[src/rtl/mul_rs_pkg.sv]
// Shared types and constants for the multiply/divide reservation stations.
// Entry layout is fixed by XLEN and ROB_IDX_W below.
package mul_rs_pkg;

    localparam int XLEN      = 32;
    localparam int ROB_IDX_W = 5;

    localparam logic [2:0] FUNCT3_MUL    = 3'b000;
    localparam logic [2:0] FUNCT3_MULH   = 3'b001;
    localparam logic [2:0] FUNCT3_MULHSU = 3'b010;
    localparam logic [2:0] FUNCT3_MULHU  = 3'b011;
    localparam logic [2:0] FUNCT3_DIV    = 3'b100;
    localparam logic [2:0] FUNCT3_DIVU   = 3'b101;
    localparam logic [2:0] FUNCT3_REM    = 3'b110;
    localparam logic [2:0] FUNCT3_REMU   = 3'b111;

    typedef struct packed {
        logic                 rdy;
        logic [ROB_IDX_W-1:0] tag;
        logic [XLEN-1:0]      value;
    } rs_operand_t;

    typedef struct packed {
        logic                 valid;
        logic [XLEN-1:0]      pc;
        logic [XLEN-1:0]      inst;
        logic [ROB_IDX_W-1:0] rob_idx;
        rs_operand_t          src1;
        rs_operand_t          src2;
    } rs_entry_t;

    // A waiting operand captures the broadcast value when its producer tag is on the CDB.
    function automatic rs_operand_t operand_wakeup(
        input rs_operand_t          op,
        input logic                 cdb_valid,
        input logic [ROB_IDX_W-1:0] cdb_tag,
        input logic [XLEN-1:0]      cdb_value
    );
        rs_operand_t res;
        res = op;
        if (!op.rdy && cdb_valid && (op.tag == cdb_tag)) begin
            res.rdy   = 1'b1;
            res.value = cdb_value;
        end
        return res;
    endfunction

endpackage

[src/rtl/rs_age_matrix.sv]
// Age matrix: age_q[j][i] = 1 means entry j is older than entry i.
// Grants the oldest requesting entry, one-hot.
module rs_age_matrix #(
    parameter int DEPTH = 4
) (
    input  logic             clk_i,
    input  logic             reset_i,
    input  logic             flush_i,
    input  logic [DEPTH-1:0] alloc_i,
    input  logic [DEPTH-1:0] free_i,
    input  logic [DEPTH-1:0] req_i,
    output logic [DEPTH-1:0] grant_o
);

    logic [DEPTH-1:0][DEPTH-1:0] age_q;
    logic [DEPTH-1:0][DEPTH-1:0] age_d;

    always_comb begin
        age_d = age_q;
        for (int i = 0; i < DEPTH; i++) begin
            if (free_i[i]) begin
                for (int j = 0; j < DEPTH; j++) begin
                    age_d[i][j] = 1'b0;
                    age_d[j][i] = 1'b0;
                end
            end
        end
        // A new entry is younger than everything already present.
        for (int i = 0; i < DEPTH; i++) begin
            if (alloc_i[i]) begin
                for (int j = 0; j < DEPTH; j++) begin
                    age_d[i][j] = 1'b0;
                    if (j != i) begin
                        age_d[j][i] = 1'b1;
                    end
                end
            end
        end
        if (flush_i) begin
            age_d = '0;
        end
    end

    always_ff @(posedge clk_i or negedge reset_i) begin
        if (!reset_i) begin
            age_q <= '0;
        end else begin
            age_q <= age_d;
        end
    end

    generate
        for (genvar gi = 0; gi < DEPTH; gi++) begin : g_grant
            logic [DEPTH-1:0] older;
            for (genvar gj = 0; gj < DEPTH; gj++) begin : g_col
                assign older[gj] = age_q[gj][gi];
            end
            assign grant_o[gi] = req_i[gi] & ~|(req_i & older);
        end
    endgenerate

endmodule

[src/rtl/mul_rs.sv]
// Reservation station feeding the pipelined multiplier: holds MUL-class ops until
// both operands are known, snoops the CDB, and issues the oldest ready entry.
module mul_rs #(
    parameter int DEPTH     = 4,
    parameter int XLEN      = mul_rs_pkg::XLEN,
    parameter int ROB_IDX_W = mul_rs_pkg::ROB_IDX_W
) (
    input  logic                     clk_i,
    input  logic                     reset_i,
    input  logic                     flush_i,
    input  logic                     dispatch_valid_i,
    output logic                     dispatch_ready_o,
    input  logic [XLEN-1:0]          dispatch_pc_i,
    input  logic [XLEN-1:0]          dispatch_inst_i,
    input  logic [ROB_IDX_W-1:0]     dispatch_rob_idx_i,
    input  logic                     rs1_ready_i,
    input  logic [XLEN-1:0]          rs1_value_i,
    input  logic [ROB_IDX_W-1:0]     rs1_tag_i,
    input  logic                     rs2_ready_i,
    input  logic [XLEN-1:0]          rs2_value_i,
    input  logic [ROB_IDX_W-1:0]     rs2_tag_i,
    input  logic                     cdb_valid_i,
    input  logic [ROB_IDX_W-1:0]     cdb_rob_idx_i,
    input  logic [XLEN-1:0]          cdb_value_i,
    output logic                     mul_request_o,
    output logic [XLEN-1:0]          pc_o,
    output logic [XLEN-1:0]          inst_o,
    output logic [XLEN-1:0]          rs1_value_o,
    output logic [XLEN-1:0]          rs2_value_o,
    output logic [ROB_IDX_W-1:0]     rob_idx_o,
    output logic [$clog2(DEPTH):0]   occupancy_o
);
    import mul_rs_pkg::*;

    localparam int OCC_W = $clog2(DEPTH) + 1;

    rs_entry_t entry_q [DEPTH];
    rs_entry_t entry_d [DEPTH];
    rs_entry_t new_entry;
    rs_entry_t sel_entry;

    logic [DEPTH-1:0] valid_vec;
    logic [DEPTH-1:0] cand_vec;
    logic [DEPTH-1:0] alloc_oh;
    logic [DEPTH-1:0] grant_oh;
    logic [DEPTH-1:0] issue_oh;
    logic             dispatch_fire;
    logic             issue_fire;

    logic                 mul_request_q, mul_request_d;
    logic [XLEN-1:0]      pc_q, pc_d;
    logic [XLEN-1:0]      inst_q, inst_d;
    logic [XLEN-1:0]      rs1_value_q, rs1_value_d;
    logic [XLEN-1:0]      rs2_value_q, rs2_value_d;
    logic [ROB_IDX_W-1:0] rob_idx_q, rob_idx_d;
    logic [OCC_W-1:0]     occupancy_q, occupancy_d;

    generate
        for (genvar gi = 0; gi < DEPTH; gi++) begin : g_vec
            assign valid_vec[gi] = entry_q[gi].valid;
            assign cand_vec[gi]  = entry_q[gi].valid & entry_q[gi].src1.rdy & entry_q[gi].src2.rdy;
        end
    endgenerate

    // Readiness looks only at registered valids, so a same-cycle issue cannot free a slot.
    assign dispatch_ready_o = ~&valid_vec;
    assign dispatch_fire    = dispatch_valid_i & dispatch_ready_o & ~flush_i;
    assign issue_oh         = grant_oh & {DEPTH{~flush_i}};
    assign issue_fire       = |issue_oh;

    always_comb begin
        logic found;
        found    = 1'b0;
        alloc_oh = '0;
        for (int i = 0; i < DEPTH; i++) begin
            if (!valid_vec[i] && !found) begin
                alloc_oh[i] = dispatch_fire;
                found       = 1'b1;
            end
        end
    end

    rs_age_matrix #(
        .DEPTH (DEPTH)
    ) u_age (
        .clk_i   (clk_i),
        .reset_i (reset_i),
        .flush_i (flush_i),
        .alloc_i (alloc_oh),
        .free_i  (issue_oh),
        .req_i   (cand_vec),
        .grant_o (grant_oh)
    );

    always_comb begin
        new_entry         = '0;
        new_entry.valid   = 1'b1;
        new_entry.pc      = dispatch_pc_i;
        new_entry.inst    = dispatch_inst_i;
        new_entry.rob_idx = dispatch_rob_idx_i;
        new_entry.src1    = operand_wakeup('{rdy: rs1_ready_i, tag: rs1_tag_i, value: rs1_value_i},
                                           cdb_valid_i, cdb_rob_idx_i, cdb_value_i);
        new_entry.src2    = operand_wakeup('{rdy: rs2_ready_i, tag: rs2_tag_i, value: rs2_value_i},
                                           cdb_valid_i, cdb_rob_idx_i, cdb_value_i);
    end

    always_comb begin
        for (int i = 0; i < DEPTH; i++) begin
            entry_d[i] = entry_q[i];
            if (entry_q[i].valid) begin
                entry_d[i].src1 = operand_wakeup(entry_q[i].src1, cdb_valid_i, cdb_rob_idx_i, cdb_value_i);
                entry_d[i].src2 = operand_wakeup(entry_q[i].src2, cdb_valid_i, cdb_rob_idx_i, cdb_value_i);
            end
            if (issue_oh[i]) begin
                entry_d[i].valid = 1'b0;
            end
            if (alloc_oh[i]) begin
                entry_d[i] = new_entry;
            end
            if (flush_i) begin
                entry_d[i].valid = 1'b0;
            end
        end
    end

    always_comb begin
        sel_entry = '0;
        for (int i = 0; i < DEPTH; i++) begin
            if (issue_oh[i]) begin
                sel_entry = entry_q[i];
            end
        end
        mul_request_d = issue_fire;
        pc_d          = pc_q;
        inst_d        = inst_q;
        rs1_value_d   = rs1_value_q;
        rs2_value_d   = rs2_value_q;
        rob_idx_d     = rob_idx_q;
        if (issue_fire) begin
            pc_d        = sel_entry.pc;
            inst_d      = sel_entry.inst;
            rs1_value_d = sel_entry.src1.value;
            rs2_value_d = sel_entry.src2.value;
            rob_idx_d   = sel_entry.rob_idx;
        end
        occupancy_d = occupancy_q + OCC_W'(dispatch_fire) - OCC_W'(issue_fire);
        if (flush_i) begin
            occupancy_d = '0;
        end
    end

    always_ff @(posedge clk_i or negedge reset_i) begin
        if (!reset_i) begin
            for (int i = 0; i < DEPTH; i++) begin
                entry_q[i] <= '0;
            end
            mul_request_q <= 1'b0;
            pc_q          <= '0;
            inst_q        <= '0;
            rs1_value_q   <= '0;
            rs2_value_q   <= '0;
            rob_idx_q     <= '0;
            occupancy_q   <= '0;
        end else begin
            for (int i = 0; i < DEPTH; i++) begin
                entry_q[i] <= entry_d[i];
            end
            mul_request_q <= mul_request_d;
            pc_q          <= pc_d;
            inst_q        <= inst_d;
            rs1_value_q   <= rs1_value_d;
            rs2_value_q   <= rs2_value_d;
            rob_idx_q     <= rob_idx_d;
            occupancy_q   <= occupancy_d;
        end
    end

    assign mul_request_o = mul_request_q;
    assign pc_o          = pc_q;
    assign inst_o        = inst_q;
    assign rs1_value_o   = rs1_value_q;
    assign rs2_value_o   = rs2_value_q;
    assign rob_idx_o     = rob_idx_q;
    assign occupancy_o   = occupancy_q;

endmodule

[config.mk]
export PLATFORM = sky130hd
export DESIGN_NAME = mul_rs
export DESIGN_NICKNAME = d
export VERILOG_FILES = /design/src/rtl/mul_rs_pkg.sv /design/src/rtl/rs_age_matrix.sv /design/src/rtl/mul_rs.sv
export SDC_FILE = /design/constraint.sdc
export NUM_CORES = 2
export LEC_CHECK = 0
export BUFFER_PORTS_ARGS = -buffer_cell sky130_fd_sc_hd__clkbuf_2
export CAP_MARGIN = 10
export CORE_MARGIN = 3
export CORE_UTILIZATION = 30
export DETAILED_ROUTE_END_ITERATION = 12
export PLACE_DENSITY_LB_ADDON = 0.08
export SYNTH_ARGS = -nofsm -noshare
export SYNTH_HDL_FRONTEND = slang
export SYNTH_SLANG_ARGS = --single-unit
[constraint.sdc]
create_clock -name clk_i -period 3.9 [get_ports clk_i]
set_clock_uncertainty 0.1 [all_clocks]
set_input_delay 0.195 -clock clk_i [delete_from_list [all_inputs] [get_ports clk_i]]
set_output_delay 0.195 -clock clk_i [all_outputs]
set_load 0.01 [all_outputs]
Word level (Yosys, flattened, before mapping):

Cells that the tools add are included.

* word-level logic and storage cells: 246
* flip-flop bits (word level): 737
* output and inout port bits: 138
* input bits: 187

* $add $sub $neg: 2
* equality and inequality tests: 10
* bitwise logic cells: 20
* multiplexer cells: 72
* reduce and logical (&&, ||, !) cells: 79

Operator list (count)
* 146-bit 2-to-1 mux: 4
* 145-bit 2-to-1 mux: 4
* 32-bit 2-to-1 mux: 10
* 76-bit 2-to-1 mux: 4
* 5-bit == test: 10
* 1-bit 2-to-1 mux: 40
* 5-bit nonzero test: 6
* 2-bit nonzero test: 12
* 1-bit logical AND: 23
* 4-bit bitwise AND: 5
* 1-bit zero test: 20
* 5-bit 2-to-1 mux: 4
* 4-bit OR reduction: 5
* 16-bit 2-to-1 mux: 1
* 4-bit 2-to-1 mux: 4
* 2-bit AND reduction: 8
* 1-bit bitwise AND: 14
* 3-bit nonzero test: 4
* 4-bit AND reduction: 1
* 3-bit by 1-bit adder with 3-bit output: 1
* 3-bit 2-to-1 mux: 1
* 3-bit by 1-bit subtractor with 3-bit output: 1
* 1-bit inverter: 1

Depth between registers and ports, before layout:

* depth in word-level cells: 13
* depth in mapped cells: 15
* gate-level depth less buffers: 11

Hierarchy:

Synthesis repeated with hierarchy kept, for this count alone.

* cell total of the unflattened synthesis: 3286
* area, all modules: 33280.7 µm²

By module, submodules not included
* mul_rs: times used 1, cells an instance 3231, area each 32703.9 µm²
* rs_age_matrix: times used 1, cells an instance 55, area each 576.8 µm²

Worst setup path after synthesis:

OpenSTA, ideal clock, no wires.

* kind: flip-flop to flip-flop
* start: reg entry_q[291] (netlist name)
* end: reg occupancy_q[2] (netlist: occupancy_o[2])
* arrival time: 2.746 ns
* clock period less this slack: 2.977 ns
* setup time: 0.131 ns
* setup slack: 0.923 ns
* buffers on the path: 4
* stages on the path, launching flop included: 16
* required time: 3.669 ns
* cell sequence: dfrtp_1 buf_2 and4b_1 and4_1 buf_2 nor3_4 buf_4 buf_4 nand2_1 ha_1 inv_1 ha_1 inv_1 fa_1 xnor2_1 nor2_1

* word-level cells in the longest chain between the ends: 10
* elaborated cells on any way between the ends: 27
* classes of those cells: 2 x add/sub; 1 x mux; 13 x bitwise; 11 x reduce/logical

Ends and longest elaborated chain
* start, declared: RTL line mul_rs.sv:37 `rs_entry_t entry_q [DEPTH];`
* start signal, assigned by index: RTL line mul_rs.sv:166 `entry_q[i] <= entry_d[i];`
* 1-bit bitwise AND * (2 in series): RTL line mul_rs.sv:61 `assign cand_vec[gi] = entry_q[gi].valid & entry_q[gi].src1.rdy & entry_q[gi].src2.rdy;`
* 4-bit bitwise AND: RTL line rs_age_matrix.sv:58 `assign grant_o[gi] = req_i[gi] & ~|(req_i & older);`
* 4-bit OR reduction: RTL line rs_age_matrix.sv:58
* 1-bit zero test: RTL line rs_age_matrix.sv:58
* 1-bit bitwise AND: RTL line rs_age_matrix.sv:58
* 4-bit bitwise AND *: RTL line mul_rs.sv:68 `assign issue_oh = grant_oh & {DEPTH{~flush_i}};`
* 4-bit OR reduction *: RTL line mul_rs.sv:69 `assign issue_fire = |issue_oh;`
* named net issue_fire: RTL line mul_rs.sv:48 `logic issue_fire;`
* 3-bit by 1-bit subtractor with 3-bit output *: RTL line mul_rs.sv:146 `occupancy_d = occupancy_q + OCC_W'(dispatch_fire) - OCC_W'(issue_fire);`
* 3-bit 2-to-1 mux *: RTL line mul_rs.sv:147 `if (flush_i) begin`
* named net occupancy_d[2]: RTL line mul_rs.sv:56 `logic [OCC_W-1:0] occupancy_q, occupancy_d;`
* end signal, assigned: RTL line mul_rs.sv:174 `occupancy_q <= occupancy_d;`
* end, declared: RTL line mul_rs.sv:56

The timed path passes the listed nets; every way through them passes the cells marked *.
A chain may end at the register's enable or synchronous reset.

Worst setup path in the final report:

* start: reg entry_q[327] (netlist name)
* end: reg entry_q[308] (netlist name)

* word-level cells in the longest chain between the ends: 4

Ends and longest elaborated chain
* 5-bit == test: RTL line mul_rs_pkg.sv:41 `if (!op.rdy && cdb_valid && (op.tag == cdb_tag)) begin`
* 1-bit logical AND: RTL line mul_rs_pkg.sv:41
* 2-bit nonzero test (no source line)
* 2-bit AND reduction (no source line)

Every way passes these cells.

==> key figures <==
Global route
  • Vias in the first global route: 29,300
  • Met1 Resource Use GR: a little under a third
  • Overflow after GRT: 0
  • Met2 usage: between 30% and 40%
  • GRT met3 Usage: 4.18%
  • Pin count of the biggest net entering global routing: 184
  • GRT Max-Usage Layer: met2
  • First-pass GRT wire length: 200,000 um
  • Initial antenna violation count: 18
  • GRT Util Overall: a little under a quarter

Floorplan
  • DIE AREA: 0.113 mm^2
  • Die Span X: roughly 340 um
  • Die height: between 300 and 400 um
  • Site Rows: 120
  • CORE AREA: 0.108 mm^2
  • I/O pins: approximately 330
  • Initial Util: 30.4%

Layout
  • Fin area: 0.0410 mm^2
  • Commonest cells after routing, fill and taps aside: 1,232 x nand2_1, 733 x dfrtp_1, 323 x clkbuf_2, 207 x dlygate4sd3_1, 164 x inv_1
  • Layout Cells excl Fill: about 5,300
  • Layout cells sized above 1: between 15 and 20%
  • Commonest non-fill, non-tap cell in the layout: nand2_1
  • Nets: approximately 4,000
  • Area delta synth->final: 25.6%
  • Fillers: 10,900

Detailed routing
  • Vias/cell: 5.36
  • Final wirelength: ~130,000 um
  • Routed length per instance: around 25 um
  • DRT iter0 DRCs: approximately 2,700
  • # DRC: 0
  • 1st-pass router iterations: 13
  • Antenna-violating nets left: 0
  • DR vias: between 20,000 and 30,000

Setup path
  • Worst Setup End Kind: register
  • Max incr delay on CP: ~0.97 ns
  • Setup Crit Path Kind: register to register
  • Setup crit start kind: register
  • CP Max Fanout: 46
  • Worst path slowest cell: nor4_1
  • Worst reg-to-reg path cell count: 6
  • Worst R2R Start: entry_q[327]$_DFFE_PN0P_
  • Critical R2R Capture: entry_q[308]$_DFFE_PN0P_
  • Crit-path cells: xor2_1, nor4_1, a21oi_4, buf_12, a221o_1, dlygate4sd3_1
  • Setup slack, reg-to-reg: approximately 0.43 ns
  • Critical path data arrival time: 3.91 ns
  • WP data required: approximately 4.3 ns

STA
  • Slew Limit Fails: 0
  • Worst-margin pin slew: about 1.2 ns
  • Hold slack: 0.0784 ns
  • Final hold violations: 0
  • Setup TNS: 0 ns
  • Fmax: about 290 MHz
  • Crit path time final: ~3.5 ns
  • Final WS setup: approximately 0.43 ns
  • Worst slew margin relative to its limit: 21.7%
  • # setup viols final: 0
  • Unrepaired setup endpoints after global routing: no
  • Tcrit/Tclk final: between 80% and 90%

Yosys
  • Synth cell types: 48
  • Largest area contributor in the netlist: dfrtp_1
  • Post-synth EDFFs: 0
  • Mapped Avg Cell Area: 9.56 um^2
  • Synth top area share: ~56%
  • Sequential fraction of the synthesis area: a little under three fifths
  • Synth warn: 0
  • Post-synth net total: around 3,600
  • Syn Inst Count: approximately 3,400
  • #FFs+latches synth: ~730
  • Top_reg_cell synth: dfrtp_1
  • Dominant cells by area after synthesis: dfrtp_1 56%, nand2_1 14%, a221oi_1 3.5%
  • Mapped Area: ~0.033 mm^2
  • Asr flop ratio synth: 100%

Placed design
  • Area after DPL: about 0.036 mm^2
  • Dpl ws: between 0.8 and 0.9 ns
  • Detailed Place HPWL: slightly above 70,000 um
  • Port-buffer cells: 324
  • Placer Congestion: 0.754
  • Placed Cells: 4,938

Clocking
  • H-tree depth: 3
  • Worst-skew pair later-pin latency: 0.66 ns
  • Clock root cell: clkbuf_16
  • Post_cts resized: 0
  • Clk sinks: approximately 730
  • Maximum clock path buffer count: 3
  • Num CTS Buffers: 89
  • Clock transition at the registers of the reported paths: ~0.06 ns
  • CTS tree: done

Power
  • Max VDD drop: about 0.00028 V
  • Static Leak: 19.2 nW
  • PwrDens: between 500 and 600 mW/mm^2

Min path
  • Worst min path class: input port to async pin

Status
  • Outcome: complete, no violations

Run
  • Max_cap viols: 0
==> sequential cells by signal (all words and copies together), names as in the netlist <==
| signal | flops |
|---|---|
| entry_q | 584 |
| inst_o | 32 |
| pc_o | 32 |
| rs1_value_o | 32 |
| rs2_value_o | 32 |
| u_age.age_q | 12 |
| rob_idx_o | 5 |
| occupancy_o | 3 |
| mul_request_o | 1 |
==> worst max path at each step <==
stage / from / end / slack [ns] / depth (start not counted)
floorplan: entry_q[291]$_DFFE_PN0P_ / occupancy_o[2]$_DFF_PN0_ / 0.92 / 15
global placement: cdb_rob_idx_i[3] / entry_q[317]$_DFFE_PN0P_ / 0.86 / 6
detailed placement: cdb_rob_idx_i[3] / entry_q[306]$_DFFE_PN0P_ / 0.90 / 6
CTS: entry_q[291]$_DFFE_PN0P_ / entry_q[154]$_DFFE_PN0P_ / 0.48 / 7
global route: entry_q[291]$_DFFE_PN0P_ / entry_q[154]$_DFFE_PN0P_ / 0.36 / 7
finish: entry_q[327]$_DFFE_PN0P_ / entry_q[308]$_DFFE_PN0P_ / 0.43 / 6
==> metrics by stage <==
| step | utilization [%] | total power [mW] |
|---|---|---|
| final | 38.1 | 21.4 |
| after global routing | 38.1 | 22.5 |
| after CTS | 38.1 | 21.6 |
| after detailed placement | 33.4 | 12.7 |
| after global placement | 33.4 | 12.7 |
| after floorplan | - | 11.4 |
==> Yosys cell counts, drive strengths merged, types with 4 or more instances <==
library cell	instances
o21ai	174
a222oi	96
and3	5
a221oi	129
clkbuf	191
dfrtp	733
xor2	13
nand2	1232
a221o	36
nand3	9
buf	92
or3	4
nor3	40
nor4	6
xnor2	39
o22a	96
o21a	97
a31oi	5
o221a	32
nand4	26
and4	4
inv	164
and4b	4
o221ai	129
nor2	26
a21oi	6
==> logic make-up (layout without fill, tap and decap cells) <==
family,after synthesis,after routing,synth area share (%)
and+or+nand+nor,1367,1367,16.6
AOI/OAI and AO/OA,813,813,20.1
DFF,733,733,56.2
buffers and inverters,447,935,5.59
xor gates and xnor gates,52,52,1.39
adders and majority gates,3,3,0.138
other,0,10,0
==> power by group <==
part           switching (mW)  internal (mW)  leakage (nW)  total, mW
registers               0.780           8.92          9.17       9.70
logic                    1.61           1.48          8.55       3.09
clock network            3.51           5.10          1.50       8.61
total                    5.90           15.5          19.2       21.4
==> critical path: cells and delay by family (launching register included) <==
family | cells | cell delay [ns]
compound gates | 2 | 0.79
flops | 1 | 0.40
simple gates | 1 | 0.97
xor+xnor | 1 | 0.15
buf+inv | 2 | 0.90
==> metal layers <==
metal  share of wire, %  vias up
li1                   -    12900
met4                2.1       12
met2                 48      860
met5              0.052        -
met1                 45    14500
met3                5.5      201
==> cell type report <==
cell class / count / area [um^2] / area share, %
sequential: 733 / 18300 / 44.7
multi-input combinational: 2235 / 12700 / 31.0
timing repair buffer: 610 / 4550 / 11.1
clock buffer: 129 / 2640 / 6.44
tap: 1403 / 1760 / 4.28
inverter: 164 / 616 / 1.50
clock inverter: 32 / 352 / 0.858
antenna: 10 / 25.0 / 0.0610
==> what timing repair did <==
| item | CTS | global route |
|---|---|---|
| buffers inserted | 0 | 0 |
| setup endpoints to repair | 0 | 0 |
| hold buffers | 207 | 0 |
| hold endpoints to repair | 657 | 0 |
No activity file was read; power rests on OpenSTA's default activity.
